`config.mk`:
```
export PLATFORM = sky130hd
export DESIGN_NAME = ex_mul_seq
export DESIGN_NICKNAME = d
export VERILOG_FILES = /design/src/rtl/ex_mul_seq.sv
export SDC_FILE = /design/constraint.sdc
export NUM_CORES = 1
export LEC_CHECK = 0
export ABC_AREA = 1
export ABC_CLOCK_PERIOD_IN_PS = 3800
export CORE_ASPECT_RATIO = 1.4
export CORE_UTILIZATION = 38
export CTS_BUF_LIST = sky130_fd_sc_hd__clkbuf_2
export CTS_CLUSTER_DIAMETER = 100
export DETAILED_ROUTE_END_ITERATION = 10
export SLEW_MARGIN = 20
export SYNTH_ARGS = -nofsm -noshare
export SYNTH_HDL_FRONTEND = slang
export SYNTH_SLANG_ARGS = --single-unit
```
`constraint.sdc`:
```
create_clock -name clk -period 3.8 [get_ports clk]
set_input_delay 0.38 -clock clk [delete_from_list [all_inputs] [get_ports clk]]
set_output_delay 0.38 -clock clk [all_outputs]
set_load 0.1 [all_outputs]
```
`src/rtl/ex_mul_seq.sv`:
```
`default_nettype none
// ============================================================================
// Module   : ex_mul_seq
// Brief    : Iterative shift-add integer multiplier for the execute stage.
//            Stalls the pipeline while running and returns one product half.
// Revision : 1.0 - initial release
// ============================================================================
module ex_mul_seq #(
    parameter int XLEN           = 32,
    parameter int BITS_PER_CYCLE = 1
) (
    input  logic            clk,
    input  logic            rst,
    input  logic            start,
    input  logic [1:0]      func,
    input  logic [XLEN-1:0] opa,
    input  logic [XLEN-1:0] opb,
    input  logic            flush,
    output logic            busy,
    output logic            stall,
    output logic            done,
    output logic [XLEN-1:0] result
);

    localparam int C_N     = XLEN / BITS_PER_CYCLE;
    localparam int C_CNT_W = (C_N > 1) ? $clog2(C_N) : 1;
    localparam int C_PW    = 2 * XLEN;

    localparam logic [1:0] S_IDLE = 2'd0;
    localparam logic [1:0] S_BUSY = 2'd1;
    localparam logic [1:0] S_DONE = 2'd2;

    localparam logic [1:0] FN_MUL   = 2'b00;
    localparam logic [1:0] FN_MULH  = 2'b01;
    localparam logic [1:0] FN_MULHU = 2'b11;

    logic [1:0]         state_q,  state_d;
    logic [1:0]         func_q,   func_d;
    logic               neg_q,    neg_d;
    logic [C_PW-1:0]    mcand_q,  mcand_d;
    logic [XLEN-1:0]    mplier_q, mplier_d;
    logic [C_PW-1:0]    acc_q,    acc_d;
    logic [C_CNT_W-1:0] cnt_q,    cnt_d;
    logic [XLEN-1:0]    result_q, result_d;

    logic            w_a_neg;
    logic            w_b_neg;
    logic [XLEN-1:0] w_a_mag;
    logic [XLEN-1:0] w_b_mag;
    logic [C_PW-1:0] w_partial;
    logic [C_PW-1:0] w_acc_sum;
    logic [C_PW-1:0] w_prod;

    // Unsigned XLEN-bit magnitudes hold 2^(XLEN-1) exactly, so the most
    // negative operand needs no extra bit.
    always_comb begin
        w_a_neg = (func != FN_MULHU) & opa[XLEN-1];
        w_b_neg = ((func == FN_MUL) | (func == FN_MULH)) & opb[XLEN-1];
        w_a_mag = w_a_neg ? (~opa + XLEN'(1)) : opa;
        w_b_mag = w_b_neg ? (~opb + XLEN'(1)) : opb;
    end

    always_comb begin
        w_partial = '0;
        for (int i = 0; i < BITS_PER_CYCLE; i++) begin
            if (mplier_q[i]) begin
                w_partial = w_partial + (mcand_q << i);
            end
        end
        w_acc_sum = acc_q + w_partial;
        w_prod    = neg_q ? (~w_acc_sum + C_PW'(1)) : w_acc_sum;
    end

    always_comb begin
        state_d  = state_q;
        func_d   = func_q;
        neg_d    = neg_q;
        mcand_d  = mcand_q;
        mplier_d = mplier_q;
        acc_d    = acc_q;
        cnt_d    = cnt_q;
        result_d = result_q;

        case (state_q)
            S_IDLE: begin
                if (start && !flush) begin
                    func_d   = func;
                    neg_d    = w_a_neg ^ w_b_neg;
                    mcand_d  = {{XLEN{1'b0}}, w_a_mag};
                    mplier_d = w_b_mag;
                    acc_d    = '0;
                    cnt_d    = C_CNT_W'(C_N - 1);
                    if ((w_a_mag == '0) || (w_b_mag == '0)) begin
                        result_d = '0;
                        state_d  = S_DONE;
                    end else begin
                        state_d  = S_BUSY;
                    end
                end
            end
            S_BUSY: begin
                acc_d    = w_acc_sum;
                mcand_d  = mcand_q << BITS_PER_CYCLE;
                mplier_d = mplier_q >> BITS_PER_CYCLE;
                if (cnt_q == '0) begin
                    result_d = (func_q == FN_MUL) ? w_prod[XLEN-1:0] : w_prod[C_PW-1:XLEN];
                    state_d  = S_DONE;
                end else begin
                    cnt_d    = cnt_q - C_CNT_W'(1);
                end
            end
            S_DONE: begin
                state_d = S_IDLE;
            end
            default: begin
                state_d = S_IDLE;
            end
        endcase

        // A squash abandons the operation without touching the visible result.
        if (flush) begin
            state_d  = S_IDLE;
            result_d = result_q;
        end
    end

    always_ff @(posedge clk or negedge rst) begin
        if (!rst) begin
            state_q  <= S_IDLE;
            func_q   <= '0;
            neg_q    <= 1'b0;
            mcand_q  <= '0;
            mplier_q <= '0;
            acc_q    <= '0;
            cnt_q    <= '0;
            result_q <= '0;
        end else begin
            state_q  <= state_d;
            func_q   <= func_d;
            neg_q    <= neg_d;
            mcand_q  <= mcand_d;
            mplier_q <= mplier_d;
            acc_q    <= acc_d;
            cnt_q    <= cnt_d;
            result_q <= result_d;
        end
    end

    assign busy   = (state_q == S_BUSY) | (state_q == S_DONE);
    assign done   = (state_q == S_DONE) & ~flush;
    assign stall  = rst & (((state_q == S_IDLE) & start & ~flush) | (state_q == S_BUSY));
    assign result = result_q;

endmodule
`default_nettype wire

```
# Yosys cells after proc, flatten, opt, wreduce, memory -nomap -nowiden
# Index checks and enable logic that the tools add are counted.
# Widths: inputs -> output; s select.
[totals]
reg_bits = 202
latch_bits = 0
ram_bits = 0
mem_bits_ro = 0
inputBits = 70
wordCells = 75
mem_count = 0
[op_classes]
addsub = 5
multipliers = 0
div_mod_pow = 0
order_cmp = 0
n_eq_ne = 10
shift = 0
n_mux = 23
bitwise_logic = 14
reduce_logical = 15
[op_table]
columns = ["operator", "n"]
rows = [
  ["$mux 64", 4],
  ["$pmux 64 s2", 2],
  ["$mux 32", 7],
  ["$pmux 32 s2", 2],
  ["$add 32x1->32 const B", 2],
  ["$add 64x1->64 const B", 1],
  ["$add 64x64->64", 1],
  ["$logic_not 32->1", 2],
  ["$not 32->32", 2],
  ["$not 64->64", 1],
  ["$mux 5", 2],
  ["$ne 2x2->1 const B", 5],
  ["$pmux 5 s2", 1],
  ["$mux 2", 4],
  ["$and 1x1->1", 6],
  ["$logic_not 2->1", 3],
  ["$ne 3x3->1 const B", 2],
  ["$reduce_and 2->1", 3],
  ["$logic_not 5->1", 1],
  ["$reduce_and 5->1", 1],
  ["$sub 5x1->5 const B", 1],
  ["$eq 2x1->1 const B", 2],
  ["$pmux 2 s2", 1],
  ["$or 1x1->1", 3],
  ["8 further kinds", 8],
]

# Longest topological paths before layout
# Gate-level depths: netlist (run 1).
[depth]
depth_word = 10
mapped_depth = 30
ltp_nobuf = 28

# Worst setup path before layout (run 1)
# OpenSTA, ideal clock, no wires.
[synth_path]
kind = "register to output"
start = "register state_q[1]"
end = "output stall"
arrival_ns = 3.352
required_ns = 3.420
slack_ns = 0.068
path_stages_with_launch = 7
path_cell_list = "dfrtp_1 inv_1 ha_1 clkbuf_1 inv_2 clkbuf_1 a21boi_0"
[synth_via]
elab_chain_cells = 5
word_cells_on_any_way = 6
classes_between = "eq/ne (1); bitwise (4); reduce/logical (1)"
[synth_lines]
columns = ["element", "line", "rtl"]
rows = [
  ["start, declared", "37", "logic [1:0] state_q, state_d;"],
  ["start signal, assigned", "138", "state_q <= state_d;"],
  ["$logic_not 2->1", "151", "assign stall = rst & (((state_q == S_IDLE) & start & ~flush) | (state_q == S_BUSY));"],
  ["$and 1x1->1 (2 in a row)", "151", ""],
  ["$or 1x1->1 (*)", "151", ""],
  ["$and 1x1->1 (*)", "151", ""],
  ["end, declared", "20", "output logic stall,"],
]
# Every way passes the cells marked *; elsewhere a longest branch is shown, timed or not.

# Final worst setup path (run 1)
[layout_path]
start = "register mplier_q[0]"
end = "register result_q[11] (netlist: result[11])"
[layout_via]
elab_chain_cells = 8
[layout_lines]
columns = ["element", "line", "rtl"]
rows = [
  ["start, declared", "41", "logic [XLEN-1:0] mplier_q, mplier_d;"],
  ["start signal, assigned", "142", "mplier_q <= mplier_d;"],
  ["$mux 64 (*)", "66", "if (mplier_q[i]) begin"],
  ["$add 64x64->64 (*)", "70", "w_acc_sum = acc_q + w_partial;"],
  ["$not 64->64", "71", "w_prod = neg_q ? (~w_acc_sum + C_PW'(1)) : w_acc_sum;"],
  ["$add 64x1->64", "71", ""],
  ["$mux 64 (*)", "71", ""],
  ["$mux 32 (*)", "106", "result_d = (func_q == FN_MUL) ? w_prod[XLEN-1:0] : w_prod[C_PW-1:XLEN];"],
  ["$mux 32 (*)", "105", "if (cnt_q == '0) begin"],
  ["$pmux 32 s2 (*)", "84", "case (state_q)"],
  ["end signal, assigned", "145", "result_q <= result_d;"],
  ["end, declared", "44", "logic [XLEN-1:0] result_q, result_d;"],
]
# Every way passes the cells marked *; elsewhere a longest branch is shown, timed or not. The select of a mux whose other input is x is not followed.
# A chain may end at the register's enable or synchronous reset.

==> results by group, run 1 <==
Critical path
  • Startpoint types: flip-flop
  • Crit-path most repeated cell: nand2_1
  • CP max stage cell: dfrtp_4
  • Crit end category: flip-flop
  • Crit Path Class: reg -> reg
  • Required time of the critical path: ~4700 ps
  • Critical path arrival: 4560 ps
  • Buffers & Inverters on Critical Path: 3
  • Worst r2r src: mplier_q[0]
  • Slowest stage delay, CP: 610 ps
  • CP Launch Point: mplier_q[0]
  • Worst-path fanout max: 10
  • Top delay family on crit path: simple AND/OR/NAND/NOR gates

Final layout
  • Number of fill cells in the layout: 5608
  • Area grow syn2layout: 27.9%
  • Post-layout nets: 3933
  • Share of post-route cells with drive strength above 1: 18.4%
  • Post-layout util: 49.2%
  • Design area: approximately 25000 um2

Power and ir drop
  • Part of the power in registers: 19.0%
  • Maximum VDD drop: 0.000458 V
  • Net Sw Frac: 55.4%
  • Comb pwr share: 71.7%
  • Pwr dens: 698 nW/um2
  • Sw Pwr: slightly below 10000 uW
  • Pleak: 0.0136 uW
  • Clock Power Share: 9.3%
  • Internal power: 7780 uW

Yosys
  • Mapped Avg Cell Area: around 5.7 um2
  • Seq cells post-synth: 202
  • Ys async rst share: 100%
  • Ys Warns: 0
  • Syn_nets: 3585
  • Distinct cells, synth: 42
  • Register area share after synthesis: 25.9%
  • Mapped Cells: 3443
  • Primary FF master, synth: dfrtp_1
  • Synth Cell Area: 19600 um2
  • EDFF count, synth: 0

Route
  • Vias per cell: 5.04
  • Drt first-iter violations: 1184
  • Routed wire length per instance: 17.3 um
  • Vias: 22600
  • ANT nets after route: 0
  • Pre-antenna DRT Iters: 7
  • # DRC: 0
  • Final WL: around 78000 um

CTS
  • CTS Buffer Depth: 3
  • Clk sinks: 202
  • Worst skew pair latency: 1060 ps
  • H-tree depth: 2
  • Clock transition at path regs: 110 ps
  • Root buf cell: clkbuf_2
  • Cts bufs inserted: 57
  • CTS tree: done

Worst hold path
  • Hold path startpoint: opa[6]
  • Worst hold path class: in -> reg

Die
  • Die area: 52400 um2
  • Num ports: 105
  • Die X: 194 um
  • Core ar.: 50900 um2
  • Starting Density: about two fifths
  • Die Ht: between 200 and 300 um
  • Row count: roughly 100

Global routing
  • Initial antenna violation count: 1
  • GRT Overall Usage: 29.2%
  • Largest net degree at the start of global routing: 125
  • First-pass GRT wire length: 119000 um
  • Vias in the first global route: 22100
  • Grt total ovfl: 0

STA
  • Clk_skew: about 93 ps
  • Fin crit period: 3680 ps
  • Max Clk Rate: 0.272 GHz
  • Slew HR: 33.9%
  • Final setup viols: 0
  • Endpoints failing hold: 0
  • Period Utilization, post-route: 96.8%
  • Unrepaired setup endpoints after global routing: true
  • Fin Setup TNS: 0 ps
  • Slew Viols, Final: 0
  • Actual slew at the worst max-slew pin: 989 ps
  • Worst hold margin: 105 ps
  • Setup ws final: 121 ps

Placed design
  • GPL Wtd Cong: 1.03
  • Placed cell area: ~23000 um2
  • HPWL Detailed: 62200 um
  • Pre-CTS WS: -84.5 ps
  • Buffers added on ports: 104

Job
  • Max-cap violation count: 0

Status
  • Status: finished clean
==> registers in the layout, indices dropped and copies added, names as in the netlist <==
register,count
state_q,2
neg_q,1
mcand_q,64
mplier_q,32
func_q,2
acc_q,64
cnt_q,5
result,32
==> worst reg2reg max path, stage by stage (launching register included) <==
cell,delay (ps)
dfrtp_4,610
buf_12,200
nand2_1,130
inv_1,60
ha_1,300
nand3_4,150
nand2_4,100
nand2_1,110
nand2_2,100
nand2_1,110
nand2_2,120
nand2_1,80
nand2_1,70
buf_4,160
nor2_4,110
nand2_2,90
nor2_4,140
nand3_1,130
nor2_2,180
nand2_2,90
nand2_2,100
nand2_1,70
nand2_1,50
nand3_1,120
nand3_1,120
nand2_1,50
==> area by class of cell <==
cell class	instances	area (um2)	area share [%]
antenna	2	5.00	0.0200
clock buffer	87	435	1.74
clock inverter	15	66.3	0.265
inverter	605	2270	9.09
multi-input combinational	2556	13100	52.5
sequential	202	5060	20.2
tap	650	813	3.25
timing repair buffer	369	3230	12.9
==> power by group through the flow <==
| stage | clock (uW) | sequential, uW | combinational, uW |
|---|---|---|---|
| final | 1630 | 3310 | 12500 |
| after global routing | 1810 | 3390 | 13500 |
| after CTS | 1700 | 3230 | 11200 |
| after detailed placement | 0 | 3260 | 11100 |
| after global placement | 0 | 3250 | 11100 |
| after floorplan | 0 | 3810 | 6050 |
==> cells in the final DEF, fill, tap and decap left out, types with 101 or more instances in the layout <==
cell type / Yosys / layout
a21oi_1: 150 / 138
buf_4: 1 / 246
clkdlybuf4s50_1: 0 / 101
dfrtp_1: 202 / 200
inv_1: 577 / 573
nand2_1: 1261 / 1180
nand2_2: 37 / 107
nand3_1: 228 / 216
nor2_1: 349 / 275
o21ai_0: 203 / 197
==> kinds of logic after synthesis <==
kind of cell             Yosys count  synth area share, %
buffers and inverters            686                 13.2
adder cells (fa/ha/maj)           72                 4.65
flip-flops                       202                 25.9
AO/OA/AOI/OAI                    434                 11.9
AND/OR/NAND/NOR                 2004                 42.3
XOR/XNOR                          45                 2.02
==> worst paths after layout <==
kind	end	slack [ps]	cells past startpoint
worst min register to register	mplier_q[2]	480	2
max in group asynchronous	mcand_q[43]	2570	4
worst max-delay path	result[11]	120	25
worst max register to register	result[11]	120	25
min in group asynchronous	mcand_q[39]	490	4
worst min-delay path	mcand_q[6]	100	5
==> timing repair <==
action / CTS / global route
hold buffers: 7 / 0
gates cloned: 0 / 5
resized for setup: 6 / 295
endpoints found under the setup margin: 13 / 32
pin swaps: 0 / 20
endpoints found under the hold margin: 206 / 0
setup buffers: 0 / 13
==> per-layer routing <==
layer  routed length, um  GRT usage, %  vias to the layer above
li1                    -             -                    11400
met1               29200          30.8                    10200
met2               37900          51.8                      662
met3                3310          3.72                      282
met4                7280          24.4                        0
met5                   0             0                        -
==> cell usage after synthesis, types with 2 or more instances <==
| cell | n | share of area (%) |
|---|---|---|
| and2_1 | 5 | 0.16 |
| nand2_2 | 37 | 1.2 |
| nand4_1 | 41 | 1.3 |
| nor2_1 | 349 | 6.7 |
| buf_2 | 8 | 0.20 |
| nor3_1 | 26 | 0.67 |
| o211ai_1 | 6 | 0.23 |
| nor2_2 | 22 | 0.70 |
| clkbuf_1 | 64 | 1.2 |
| nand3b_1 | 10 | 0.38 |
| xnor2_1 | 7 | 0.31 |
| o21ai_0 | 203 | 5.2 |
| nand3_1 | 228 | 5.8 |
| nand3_2 | 11 | 0.56 |
| a21oi_2 | 3 | 0.13 |
| nor4_1 | 4 | 0.13 |
| o21ai_1 | 13 | 0.33 |
| o21bai_4 | 2 | 0.19 |
| xor2_1 | 38 | 1.7 |
| inv_1 | 577 | 11 |
| ha_1 | 71 | 4.5 |
| nand2_1 | 1261 | 24 |
| o21bai_1 | 9 | 0.35 |
| or2_2 | 3 | 0.096 |
| o22ai_1 | 38 | 1.2 |
| o31ai_1 | 4 | 0.15 |
| nor2_4 | 5 | 0.29 |
| a21oi_1 | 150 | 3.8 |
| buf_1 | 8 | 0.15 |
| inv_2 | 23 | 0.44 |
| dfrtp_1 | 202 | 26 |
| clkinv_1 | 5 | 0.096 |
==> metrics by stage <==
step	cells	power, uW
final	4486	17500
after CTS	4466	16100
after global routing	4485	18700
after global placement	4357	14300
after floorplan	3443	9860
after detailed placement	4357	14400
Note: power is estimated with default switching activity, not from simulation.
==> inputs of run 2 (changes only) <==
--- a/config.mk
+++ b/config.mk
@@ -6,7 +6,7 @@
 export NUM_CORES = 1
 export LEC_CHECK = 0
 export ABC_AREA = 1
-export ABC_CLOCK_PERIOD_IN_PS = 3800
+export ABC_CLOCK_PERIOD_IN_PS = 3900
 export CORE_ASPECT_RATIO = 1.4
 export CORE_UTILIZATION = 38
 export CTS_BUF_LIST = sky130_fd_sc_hd__clkbuf_2
==> constraint.sdc (replaced) <==
create_clock -name clk -period 3.9 [get_ports clk]
set_input_delay 0.39 -clock clk [delete_from_list [all_inputs] [get_ports clk]]
set_output_delay 0.39 -clock clk [all_outputs]
set_load 0.1 [all_outputs]
==> run 2 against run 1 <==
Against the previous run:
- via count fell by 2.0%
- first-iteration DRC count rose by 25%
- setup slack improved by 64 ps
- register-to-register slack gained 60 ps
- clock skew up 53 ps
- die area is the same
- critical endpoint is now result[31]
==> results by group, run 2 (same netlist as run 1, synthesis figures left out) <==
Global routing
  • GR Util met3: 3.28% (-0.44 points)
  • Largest net degree at the start of global routing: 95 (-24%)
  • First-pass GRT wire length: 119000 um (+0.26%)
  • Initial antenna violation count: 2 (+1)
  • Grt total ovfl: 0 (unchanged)
  • M1 GR Usage: 32.3% (+1.5 points)
  • Routing usage on met2: 52.8% (+0.98 points)
  • GRT Overall Usage: 29.4% (+0.16 points)
  • Most Crowded Layer GR: met2
  • Vias in the first global route: 21700 (-2.0%)

Critical path
  • Required time of the critical path: 4810 ps (+130 ps)
  • Instance count on the critical path: 24 (-4.0%)
  • Crit Path Class: reg -> reg
  • CP cell instances: buf_12 -> buf_4 -> nand2_1 -> inv_1 -> ha_1 -> nand2_1 -> nor2_1 -> inv_1 -> nor2_2 -> nand2_1 -> nor3_1 -> nand2_2 -> nand3_1 -> nand2_1 -> nor2_1 -> nand2_2 -> nor2_1 -> nand2_1 -> nand2_1 -> nand2_1 -> nand2_1 -> nand3_1 -> nand2_1 -> nand2_1
  • CP Launch Point: mplier_q[0]
  • Slowest stage delay, CP: 440 ps (-170 ps)
  • CP max stage cell: dfrtp_2
  • Reg2reg end: result[31]
  • Crit end category: flip-flop
  • Startpoint types: flip-flop
  • Crit path to: result[31]
  • Worst r2r src: mplier_q[0]
  • Critical path arrival: 4620 ps (+60 ps)
  • Reg-to-reg slack, setup: 190 ps (+60 ps)
  • R2R cell count: 24 (-4.0%)
  • Worst-path fanout max: 32 (+22)
  • Top delay family on crit path: simple AND/OR/NAND/NOR gates
  • Crit-path most repeated cell: nand2_1
  • Buffers & Inverters on Critical Path: 4 (+1)

CTS
  • CTS tree: done
  • Clk sinks: 202 (unchanged)
  • Worst skew pair latency: 1080 ps (+20 ps)
  • H-tree depth: 2 (unchanged)
  • Root buf cell: clkbuf_2
  • CTS Buffer Depth: 3 (unchanged)
  • Clock transition at path regs: 110 ps (about the same)
  • Cts bufs inserted: 56 (-1.8%)

STA
  • Actual slew at the worst max-slew pin: 1010 ps (+23.6 ps)
  • Max Clk Rate: 0.269 GHz (-0.97%)
  • Period Utilization, post-route: 95.3% (-1.6 points)
  • Clk_skew: 147 ps (+53.4 ps)
  • Slew Viols, Final: 0 (unchanged)
  • Slew HR: 32.3% (-1.6 points)
  • Final setup viols: 0 (unchanged)
  • Fin crit period: 3710 ps (+36.1 ps)
  • Unrepaired setup endpoints after global routing: true
  • Endpoints failing hold: 0 (unchanged)
  • Setup ws final: 185 ps (+63.9 ps)

Final layout
  • Most common cell after layout, fill and taps aside: nand2_1
  • Post-layout nets: 3833 (-2.5%)
  • Share of post-route cells with drive strength above 1: 12.2% (-6.2 points)
  • Top Registers: acc_q x64, mcand_q x64
  • Number of fill cells in the layout: 5671 (+1.1%)
  • Commonest cells after routing, fill and taps aside: nand2_1 (1233), inv_1 (575), nor2_1 (313), nand3_1 (219), dfrtp_1 (200)
  • Area grow syn2layout: 19.4%

Power and ir drop
  • Total power: 15500 uW (-12%)
  • Sw Pwr: 8810 uW (-9.0%)
  • Maximum VDD drop: 0.000459 V (+0.20%)
  • Net Sw Frac: 57.0% (+1.6 points)
  • Internal power: 6640 uW (-15%)
  • Comb pwr share: 69.4% (-2.3 points)
  • Pwr dens: 662 nW/um2 (-5.2%)
  • Part of the power in registers: 20.1% (+1.1 points)
  • Pleak: 0.0130 uW (-4.2%)
  • Clock Power Share: 10.5% (+1.2 points)

Job
  • Max-cap violation count: 0 (unchanged)

Placed design
  • HPWL Detailed: 61700 um (-0.84%)
  • Buffers added on ports: 104 (unchanged)
  • GPL Wtd Cong: 1.03 (-0.54%)
  • Pre-CTS WS: -59.9 ps (+24.6 ps)

Route
  • Vias per cell: 5.05 (+0.29%)
  • Vias: 22200 (-2.0%)
  • # DRC: 0 (unchanged)
  • Pre-antenna DRT Iters: 7 (unchanged)
  • Drt first-iter violations: 1479 (+25%)
  • Final WL: 76800 um (-1.0%)
  • Routed wire length per instance: 17.5 um (+1.2%)
  • ANT nets after route: 0 (unchanged)

Die
  • Die area: 52400 um2 (unchanged)
  • Core ar.: 50900 um2 (unchanged)
  • Die X: 194 um (unchanged)
  • Die Ht: 270 um (unchanged)
  • Starting Density: 38.4% (unchanged)
  • Num ports: 105 (unchanged)
  • Row count: 98 (unchanged)

Status
  • Status: finished clean

Worst hold path
  • Worst hold path class: in -> reg
run 2: cell types whose count changed in the layout (fill, tap and decap cells not counted), moves of 7 or more:
cell      change
a21oi_1       +8
buf_4        -92
clkbuf_2     -10
ha_1         +32
ha_4         -30
nand2_1      +53
nand2_2      -46
nand2_4       -8
nand3_4       -7
nor2_1       +38
nor2_2       -24
nor2_4       -14
run 2: per-layer routing:
metal,up-vias,wire length (um)
met4,0,5860
met1,10000,29800
met2,646,38100
met3,245,3060
li1,11200,-
met5,-,0
run 2: worst min-delay path by stage:
stage / start / to / slack, ps / depth (start not counted)
4_1_cts: opb[31] / mplier_q[31] / 30 / 5
6_report: opb[31] / mplier_q[31] / 150 / 5
5_1_grt: opb[31] / mplier_q[31] / 110 / 5
3_3_place_gp: rst / mcand_q[35] / 290 / 1
3_5_place_dp: rst / mcand_q[35] / 280 / 1
2_1_floorplan: rst / acc_q[0] / 90 / 0
run 2: area by class of cell:
cell class | count | area (um2) | share of cell area, %
multi-input combinational | 2555 | 12300 | 52.6
sequential | 202 | 5060 | 21.7
timing repair buffer | 271 | 2400 | 10.3
inverter | 605 | 2270 | 9.74
tap | 650 | 813 | 3.49
clock buffer | 77 | 385 | 1.65
clock inverter | 22 | 124 | 0.531
antenna | 3 | 7.51 | 0.0322
run 2: worst min-delay path, stage by stage:
cell	delay (ps)
clkdlybuf4s50_1	410
o21ai_0	90
nor2_1	80
nand2_1	50
o21ai_0	80
run 2: stage by stage:
step	std cells	hold slack [ps]	cell area (um2)	utilization (%)	setup TNS [ps]
after CTS	4381	34.2	23000	45.2	0
after global routing	4384	105	23300	45.9	-541
after global placement	4275	286	22400	44.0	-61.9
after floorplan	3443	94.4	19600	-	0
final	4385	145	23300	45.9	0
after detailed placement	4275	284	22400	44.0	-147
run 2: repair_timing:
item / in CTS / in global routing
pin swaps: 0 / 1
resized for setup: 2 / 108
hold endpoints to repair: 206 / 0
setup endpoints to repair: 3 / 32
gates cloned: 0 / 0
hold buffers: 7 / 0
buffers inserted: 0 / 1
run 2: power by group through the flow:
stage | logic [uW] | clock network, uW | registers [uW]
after global placement | 10200 | 0 | 3140
after floorplan | 5900 | 0 | 3710
after global routing | 11700 | 1780 | 3170
after detailed placement | 10300 | 0 | 3140
after CTS | 10300 | 1700 | 3100
final | 10700 | 1630 | 3100
==> inputs of run 3 (changes only) <==
--- a/config.mk
+++ b/config.mk
@@ -10,8 +10,9 @@
 export CORE_ASPECT_RATIO = 1.4
 export CORE_UTILIZATION = 38
 export CTS_BUF_LIST = sky130_fd_sc_hd__clkbuf_2
-export CTS_CLUSTER_DIAMETER = 100
+export CTS_CLUSTER_DIAMETER = 50
 export DETAILED_ROUTE_END_ITERATION = 10
+export MAX_ROUTING_LAYER = met4
 export SLEW_MARGIN = 20
 export SYNTH_ARGS = -nofsm -noshare
 export SYNTH_HDL_FRONTEND = slang
==> run 3 against run 2 <==
Against the previous run:
- final cell count increased by 1.0%
- count of clock-buffer cells in the layout decreased by 8
- sequential cell count unchanged
- hold slack got worse by 33 ps
- largest cell class unchanged
- fmax shrank 0.20%
- die area did not move
- combinational power rose by 5%
- largest power group unchanged
- clock skew shrank 47 ps
- non-clock buffer count rose by 47
- setup slack worse by 7.3 ps
- global-route usage is 0.81 points higher
- critical path type unchanged
==> results by group, run 3 (same netlist as run 1, synthesis figures left out) <==
Critical path
  • Worst r2r src: mplier_q[0]
  • Crit Path Class: reg -> reg
  • CP max stage cell: dfrtp_2
  • R2R cell count: 27 (+13%)
  • Crit-path most repeated cell: nand2_1
  • Slowest stage delay, CP: 470 ps (+30 ps)
  • Reg-to-reg slack, setup: 180 ps (about the same)
  • Buffers & Inverters on Critical Path: 7 (+3)
  • Required time of the critical path: 4810 ps (about the same)
  • Startpoint types: flip-flop
  • Top delay family on crit path: simple AND/OR/NAND/NOR gates
  • Worst-path fanout max: 29 (-9.4%)
  • Reg2reg end: result[22]
  • Crit path to: result[22]
  • Instance count on the critical path: 27 (+13%)
  • CP Launch Point: mplier_q[0]
  • Critical path arrival: 4630 ps (about the same)
  • Crit end category: flip-flop

Route
  • Vias per cell: 5.00 (-1.1%)
  • Pre-antenna DRT Iters: 5 (-2)
  • Final WL: 77100 um (+0.28%)
  • Drt first-iter violations: 1269 (-14%)
  • Vias: 22100 (-0.059%)
  • # DRC: 0 (unchanged)
  • ANT nets after route: 0 (unchanged)
  • Routed wire length per instance: 17.4 um (-0.73%)

Final layout
  • Top Registers: acc_q x64, mcand_q x64
  • Area grow syn2layout: 22.5%
  • Share of post-route cells with drive strength above 1: 14.3% (+2.2 points)
  • Commonest cells after routing, fill and taps aside: nand2_1 (1215), inv_1 (573), nor2_1 (302), nand3_1 (220), dfrtp_1 (200)
  • Post-layout util: 47.0% (+1.2 points)
  • Most common cell after layout, fill and taps aside: nand2_1
  • Number of fill cells in the layout: 5632 (-0.69%)
  • Post-layout nets: 3878 (+1.2%)
  • Design area: 23900 um2 (+2.6%)

CTS
  • Clk sinks: 202 (unchanged)
  • Root buf cell: clkbuf_2
  • Worst skew pair latency: 1070 ps (about the same)
  • H-tree depth: 2 (unchanged)
  • CTS tree: done
  • Clock transition at path regs: 120 ps (about the same)
  • Cts bufs inserted: 54 (-3.6%)
  • CTS Buffer Depth: 3 (unchanged)

Power and ir drop
  • Comb pwr share: 70.6% (+1.2 points)
  • Clock Power Share: 9.7% (-0.8 points)
  • Internal power: 6880 uW (+3.6%)
  • Pleak: 0.0133 uW (+1.9%)
  • Sw Pwr: 8980 uW (+1.9%)
  • Maximum VDD drop: 0.000452 V (-1.6%)
  • Pwr dens: 662 nW/um2 (about the same)
  • Total power: 15900 uW (+2.6%)
  • Part of the power in registers: 19.7% (-0.4 points)
  • Net Sw Frac: 56.6% (-0.41 points)

STA
  • Fin Setup TNS: 0 ps (unchanged)
  • Clk_skew: 99.7 ps (-47.0 ps)
  • Slew Viols, Final: 0 (unchanged)
  • Final setup viols: 0 (unchanged)
  • Actual slew at the worst max-slew pin: 994 ps (-18.5 ps)
  • Slew HR: 33.5% (+1.2 points)
  • Period Utilization, post-route: 95.4% (+0.19 points)
  • Endpoints failing hold: 0 (unchanged)
  • Worst hold margin: 112 ps (-33.4 ps)
  • Unrepaired setup endpoints after global routing: true
  • Fin crit period: 3720 ps (+7.33 ps)
  • Max Clk Rate: 0.269 GHz (-0.20%)

Die
  • Row count: 98 (unchanged)
  • Die area: 52400 um2 (unchanged)
  • Num ports: 105 (unchanged)
  • Starting Density: 38.4% (unchanged)
  • Core ar.: 50900 um2 (unchanged)
  • Die X: 194 um (unchanged)
  • Die Ht: 270 um (unchanged)

Job
  • Max-cap violation count: 0 (unchanged)

Placed design
  • GPL Wtd Cong: 1.06 (+3.0%)
  • Buffers added on ports: 104 (unchanged)
  • Placed cell area: 22700 um2 (+1.4%)
  • HPWL Detailed: 63200 um (+2.4%)

Global routing
  • Vias in the first global route: 21800 (+0.87%)
  • Grt total ovfl: 0 (unchanged)
  • First-pass GRT wire length: 119000 um (-0.28%)
  • Initial antenna violation count: 2 (unchanged)
  • Largest net degree at the start of global routing: 95 (unchanged)
  • GRT Overall Usage: 30.2% (+0.81 points)

Worst hold path
  • Worst hold path class: in -> reg
  • Hold path startpoint: opa[1]

Status
  • Status: finished clean
## run 3: changes by cell type in the layout (fill, tap and decap cells not counted), sizes merged
cell | before | now
buf | 163 | 207
bufinv | 1 | 0
clkbuf | 77 | 69
clkinv | 25 | 33
clkinvlp | 1 | 0
diode | 3 | 1
dlygate4sd3 | 6 | 9
inv | 600 | 602
## run 3: per-stage QoR
| stage | setup WS, ps | instances |
|---|---|---|
| after global placement | -45.3 | 4314 |
| after floorplan | 158 | 3443 |
| after global routing | -51.0 | 4430 |
| final | 178 | 4430 |
| after detailed placement | -38.0 | 4314 |
| after CTS | 46.9 | 4423 |
## run 3: repair_timing
item                                    CTS  global route
buffers inserted                          0             6
endpoints found under the hold margin   209             0
pin swaps                                 0            17
endpoints found under the setup margin    1            32
resized for setup                         1           165
hold buffers                             10             0
## run 3: worst min-delay path by stage
stage / slack, ps / depth (start not counted) / to
floorplan: 90 / 0 / acc_q[0]
global placement: 310 / 1 / acc_q[34]
detailed placement: 310 / 1 / mcand_q[34]
CTS: 3 / 4 / mplier_q[13]
global route: 80 / 4 / mplier_q[13]
finish: 110 / 5 / mcand_q[1]
## run 3: routing by layer
| layer | GRT usage [%] | vias to the layer above | share of wire (%) |
|---|---|---|---|
| li1 | - | 11300 | - |
| met2 | 53.5 | 599 | 50 |
| met3 | 3.12 | 235 | 3.7 |
| met1 | 31.1 | 9998 | 38 |
| met4 | 21.6 | 0 | 8.0 |
| met5 | - | - | 0 |
## run 3: cell type report
class | count | area, um2 | area share, %
clock inverters | 30 | 144 | 0.601
flip-flops and latches | 202 | 5060 | 21.1
clock buffers | 69 | 345 | 1.44
inverters | 605 | 2270 | 9.50
repair buffers | 318 | 2810 | 11.7
diodes | 1 | 2.50 | 0.0105
well taps | 650 | 813 | 3.40
multi-input cells | 2555 | 12500 | 52.2
## run 3: power groups by stage
stage | clock [uW] | sequential [uW] | combinational (uW)
finish | 1540 | 3130 | 11200
global route | 1690 | 3200 | 12200
CTS | 1610 | 3120 | 10600
detailed placement | 0 | 3150 | 10500
global placement | 0 | 3150 | 10500
floorplan | 0 | 3710 | 5900
## run 3: worst reg2reg max path, delay by kind of cell, from the launching register on
kind          cells  cell delay [ps]
simple gates     19             1910
buf+inv           7              850
flops             1              470
fa+ha+maj         1              370
